## config.mk

```make
export PLATFORM = sky130hd
export DESIGN_NAME = ni_flit_tx
export DESIGN_NICKNAME = d
export VERILOG_FILES = /design/src/rtl/ni_flit_tx.sv
export SDC_FILE = /design/constraint.sdc
export NUM_CORES = 1
export LEC_CHECK = 0
export CAP_MARGIN = 20
export CORE_ASPECT_RATIO = 1.5
export CORE_MARGIN = 10
export CORE_UTILIZATION = 31
export CTS_CLUSTER_SIZE = 12
export DETAILED_ROUTE_END_ITERATION = 7
export PLACE_DENSITY = 0.58
export SLEW_MARGIN = 40
export SYNTH_ARGS = -nofsm -noshare
export SYNTH_HDL_FRONTEND = slang
export SYNTH_SLANG_ARGS = --single-unit
export TNS_END_PERCENT = 1
```

## constraint.sdc

```tcl
create_clock -name clk -period 13.2 [get_ports clk]
set_input_delay 3.96 -clock clk [delete_from_list [all_inputs] [get_ports clk]]
set_output_delay 3.96 -clock clk [all_outputs]
set_load 0.05 [all_outputs]
```

## src/rtl/ni_flit_tx.sv

```systemverilog
// rtl/ni_flit_tx.sv - NoC flit transmitter: packet FIFO feeding a head/body/tail serializer
package ni_pkg;
  localparam int TOTAL_FLITS = 4;
endpackage

module ni_flit_tx #(
  parameter int FLIT_W      = 16,
  parameter int TOTAL_FLITS = ni_pkg::TOTAL_FLITS,
  parameter int DEPTH       = 2
) (
  input  logic                clk,
  input  logic                reset,
  input  logic                pkt_valid,
  input  logic [FLIT_W-1:0]   pkt_head,
  input  logic [((TOTAL_FLITS > 2) ? (TOTAL_FLITS-2)*FLIT_W : 1)-1:0] pkt_body,
  input  logic [FLIT_W-1:0]   pkt_tail,
  output logic                pkt_ready,
  output logic [FLIT_W-1:0]   o_flit,
  output logic                o_enable,
  input  logic                i_ready,
  output logic                tx_done,
  output logic [15:0]         pkt_count
);

  localparam int N_BODY = TOTAL_FLITS - 2;
  localparam int PKT_W  = TOTAL_FLITS * FLIT_W;
  localparam int AW     = (DEPTH > 1) ? $clog2(DEPTH) : 1;
  localparam int CW     = $clog2(DEPTH + 1);
  localparam int IW     = (N_BODY > 1) ? $clog2(N_BODY) : 1;

  // Packet word layout: head in the low flit, then body[0..], tail in the top flit.
  logic [PKT_W-1:0] pkt_word;
  if (N_BODY > 0) begin : g_body
    assign pkt_word = {pkt_tail, pkt_body, pkt_head};
  end else begin : g_no_body
    assign pkt_word = {pkt_tail, pkt_head};
  end

  logic [PKT_W-1:0] mem [DEPTH];
  logic [AW-1:0]    wr_ptr;
  logic [AW-1:0]    rd_ptr;
  logic [CW-1:0]    count;
  logic             fifo_full;
  logic             fifo_empty;
  logic             push;
  logic             pop;
  logic [PKT_W-1:0] rd_word;

  assign fifo_full  = (count == CW'(DEPTH));
  assign fifo_empty = (count == '0);
  assign pkt_ready  = !fifo_full && !reset;
  assign push       = pkt_valid && pkt_ready;
  assign rd_word    = mem[rd_ptr];

  function automatic logic [AW-1:0] ptr_inc(input logic [AW-1:0] p);
    return (p == AW'(DEPTH - 1)) ? '0 : p + AW'(1);
  endfunction

  function automatic logic [FLIT_W-1:0] flit_at(input logic [PKT_W-1:0] w, input int k);
    return w[k*FLIT_W +: FLIT_W];
  endfunction

  always_ff @(posedge clk) begin
    if (push) mem[wr_ptr] <= pkt_word;
  end

  always_ff @(posedge clk) begin
    if (reset) begin
      wr_ptr <= '0;
      rd_ptr <= '0;
      count  <= '0;
    end else begin
      if (push) wr_ptr <= ptr_inc(wr_ptr);
      if (pop)  rd_ptr <= ptr_inc(rd_ptr);
      if (push && !pop)      count <= count + CW'(1);
      else if (pop && !push) count <= count - CW'(1);
    end
  end

  typedef enum logic [1:0] {S_IDLE, S_HEAD, S_BODY, S_TAIL} state_t;

  state_t           state_q, state_d;
  logic [PKT_W-1:0] shadow_q, shadow_d;
  logic [FLIT_W-1:0] flit_q, flit_d;
  logic             en_q, en_d;
  logic             done_q, done_d;
  logic [IW-1:0]    idx_q, idx_d;
  logic [15:0]      pkt_count_q, pkt_count_d;
  logic             xfer;

  assign xfer = en_q && i_ready;

  // The popped packet lives in the shadow register so the FIFO slot frees at head time.
  always_comb begin
    state_d     = state_q;
    shadow_d    = shadow_q;
    flit_d      = flit_q;
    en_d        = en_q;
    idx_d       = idx_q;
    done_d      = 1'b0;
    pop         = 1'b0;
    pkt_count_d = pkt_count_q;
    unique case (state_q)
      S_IDLE: begin
        if (!fifo_empty) begin
          pop      = 1'b1;
          shadow_d = rd_word;
          flit_d   = flit_at(rd_word, 0);
          en_d     = 1'b1;
          state_d  = S_HEAD;
        end
      end
      S_HEAD: begin
        if (xfer) begin
          idx_d = '0;
          if (N_BODY > 0) begin
            flit_d  = flit_at(shadow_q, 1);
            state_d = S_BODY;
          end else begin
            flit_d  = flit_at(shadow_q, TOTAL_FLITS - 1);
            state_d = S_TAIL;
          end
        end
      end
      S_BODY: begin
        if (xfer) begin
          if (idx_q == IW'(N_BODY - 1)) begin
            flit_d  = flit_at(shadow_q, TOTAL_FLITS - 1);
            state_d = S_TAIL;
          end else begin
            idx_d  = idx_q + IW'(1);
            flit_d = flit_at(shadow_q, int'(idx_q) + 2);
          end
        end
      end
      S_TAIL: begin
        if (xfer) begin
          done_d = 1'b1;
          if (!fifo_empty) begin
            pop      = 1'b1;
            shadow_d = rd_word;
            flit_d   = flit_at(rd_word, 0);
            state_d  = S_HEAD;
          end else begin
            en_d    = 1'b0;
            state_d = S_IDLE;
          end
        end
      end
      default: state_d = S_IDLE;
    endcase
    if (done_d) pkt_count_d = pkt_count_q + 16'd1;
  end

  always_ff @(posedge clk) begin
    if (reset) begin
      state_q     <= S_IDLE;
      shadow_q    <= '0;
      flit_q      <= '0;
      en_q        <= 1'b0;
      done_q      <= 1'b0;
      idx_q       <= '0;
      pkt_count_q <= '0;
    end else begin
      state_q     <= state_d;
      shadow_q    <= shadow_d;
      flit_q      <= flit_d;
      en_q        <= en_d;
      done_q      <= done_d;
      idx_q       <= idx_d;
      pkt_count_q <= pkt_count_d;
    end
  end

  assign o_flit    = flit_q;
  assign o_enable  = en_q;
  assign tx_done   = done_q;
  assign pkt_count = pkt_count_q;

endmodule

```

==> impl_metrics.tcl <==
set metrics [dict create \
    die_h_um 225 \
    crit_chain "buf_4, a21oi_1, clkdlybuf4s50_1" \
    synth.area.top_cells "edfxtp_1, dfxtp_1, a211oi_2" \
    power_mw 2.08 \
    placement.io_buffers 102 \
    overflow 0 \
    cp_max_fo 37 \
    end_kind "primary output" \
    worst_pin_slew_ns 0.774 \
    wl_mm 19.4 \
    die_area_mm2 0.0354 \
    drt-vias-per-instance 4.75 \
    tns_ns 0 \
    max_stage_delay_ns 0.83 \
    fin_cells 1067 \
    final_layout_size_suffix_gt1_frac 0.153 \
    post-cts-setup-buffers 0 \
    min_period_over_period 0.699 \
    placementRows 75 \
    synthArstFlopShare 0 \
    hold_slack_ns 0.476 \
    grt.total_usage 0.109 \
    synth_edf_count 128 \
    ys_types 44 \
    cellLeakagePower_nw 3.43 \
    synth_area_mm2 0.00871 \
    worstPathArrival_ns 5.26 \
    synth_common_cells "edfxtp_1, dfxtp_1, nor2_1, mux2i_1, a211oi_2" \
    antenna_left 0 \
    synth_flop_cell "edfxtp_1" \
    hold_class "reg2reg" \
    place_inst 1027 \
    area_delta_synth_final_pct 21.9 \
    finalSetupViolCount 0 \
    critPathLaunchType "input pin" \
    fmax_mhz 108 \
    synth_nets 693 \
    crit_type "in2out" \
    fin_skew_ns 0.00745 \
    cts_tree "built" \
    outcome "completed" \
    power_density_mw_per_mm2 196 \
    ff2ff_setup_slack_ns 10.77 \
    grt_pass1_wl_mm 30.0 \
    nNetsFinal 780 \
    ys_seq_area_frac 0.648 \
    hold_depth 1 \
    gp_congestion 0.746 \
    r2r-start "count[0]$_SDFFE_PP0P_" \
    clk_pin_slew_worst_paths_ns 0.06 \
    cp_slowest_cell "clkdlybuf4s50_1" \
    vdd_drop_max_mv 0.0848 \
    slew_headroom 0.484 \
    post-synth-top-area-cell "edfxtp_1" \
    drc 0 \
    start_util 0.313 \
    wl_per_cell_um 18.2 \
    synth-warning-count 0 \
    ctsHoldBuffers 0 \
    grt_max_degree 71 \
    htreeDepth 1 \
    clock_sinks 218 \
    max-cap-violations 0 \
    diodes 0 \
    slew_violations 0 \
    antenna_found_initial 2 \
    clk-insertion-delay-late_ns 0.51 \
    dieWidth_um 157 \
    num_vias 5068 \
    root_buffer "clkbuf_16" \
    grt_pass1_vias 5279 \
    min-delay-start "o_flit[3]$_SDFFE_PP0P_" \
    hold_viol 0 \
    avgSynthCellArea_um2 14.1 \
    syn_inst 618 \
    hpwl_mm 12.8 \
    drt_first_pass_iters 4 \
    holdPathEnd "o_flit[3]$_SDFFE_PP0P_" \
    r2r-end "mem[0][60]$_DFFE_PP_" \
    drtIter0Drc 247 \
    cp.required_ns 9.24 \
    cts-buffers-inserted 22 \
    worst_r2r_path_depth 4 \
    period_needed_ns 9.22 \
    yosys_register_bits 218 \
    synth_top_area_share 0.441 \
    clk_path_buf_depth 3 \
    coreArea_mm2 0.0279 \
    cts_resized 0 \
    synth_most_common_cell "edfxtp_1" \
    boundaryPins 103 \
    rsz0062_at_grt "false" \
]
how the worst max path moves through the flow:
stage / startpoint / endpoint / slack, ns / depth (start not counted)
finish: reset / pkt_ready / 3.98 / 3
global route: reset / pkt_ready / 3.93 / 3
CTS: reset / pkt_ready / 3.95 / 3
detailed placement: reset / pkt_ready / 3.95 / 3
global placement: reset / pkt_ready / 3.96 / 3
floorplan: reset / pkt_ready / 3.98 / 4
power breakdown:
group / internal [mW] / total (mW) / switching (mW)
clock: 0.335 / 0.574 / 0.239
sequential: 0.819 / 0.876 / 0.0564
combinational: 0.244 / 0.630 / 0.385
total: 1.40 / 2.08 / 0.681
through the flow:
| step | cell area (um^2) | setup slack, ns | utilization |
|---|---|---|---|
| 6_report | 10600 | 3.98 | 0.381 |
| 5_1_grt | 10600 | 3.93 | 0.381 |
| 2_1_floorplan | 8710 | 3.98 | - |
| 4_1_cts | 10600 | 3.95 | 0.381 |
| 3_5_place_dp | 9950 | 3.95 | 0.357 |
| 3_3_place_gp | 9940 | 3.96 | 0.357 |
layer usage:
layer	wire, um	GRT usage	vias up
li1	-	-	2493
met1	7730	0.120	2444
met2	10200	0.196	92
met3	867	0.0250	37
met4	598	0.0461	2
met5	12	0	-
state kept, by name, indices dropped and copies added (netlist names), named ones only:
name / count
tx_done: 1
shadow_q: 48
mem: 128
o_flit: 16
rd_ptr: 1
count: 2
wr_ptr: 1
idx_q: 1
pkt_count: 16
state_q: 2
o_enable: 1
final cells by class:
| type | count | area (um^2) |
|---|---|---|
| fillers | 2617 | 17300 |
| flip-flops and latches | 218 | 5650 |
| multi-input cells | 348 | 2770 |
| repair buffers | 109 | 1080 |
| clock buffers | 40 | 659 |
| well taps | 346 | 433 |
| inverters | 6 | 22.5 |
placed cells by master, fill, tap and decap left out, types with 2 or more instances in the layout:
cell,n
a211oi_1,18
ha_2,2
buf_6,3
nand2_1,3
xnor2_1,3
and4_1,3
nand4_1,4
mux2_2,16
clkbuf_1,15
dfxtp_1,88
a21oi_1,26
buf_4,5
nor2b_1,18
and3_1,2
nor2_1,66
a211oi_2,48
xor2_1,9
clkbuf_16,23
edfxtp_1,128
clkdlybuf4s50_1,101
inv_1,6
nand3_1,7
a22o_1,16
ha_1,5
or3_1,8
clkbuf_8,2
a22oi_1,16
o21ai_0,9
mux2i_1,50
critical path: cells and delay by family:
family | cells | cell delay, ns
AOI/OAI and AO/OA | 1 | 0.20
buffers and inverters | 2 | 1.07
kinds of logic after synthesis:
kind of cell    count (synthesis)  synth area share
fa+ha+maj                       7            0.0101
mux                            66            0.0781
xor+xnor                       12            0.0121
flops                         218             0.648
buf+inv                        52            0.0356
simple gates                  123            0.0715
compound gates                140             0.145
Note: power is estimated with default switching activity, not from simulation.
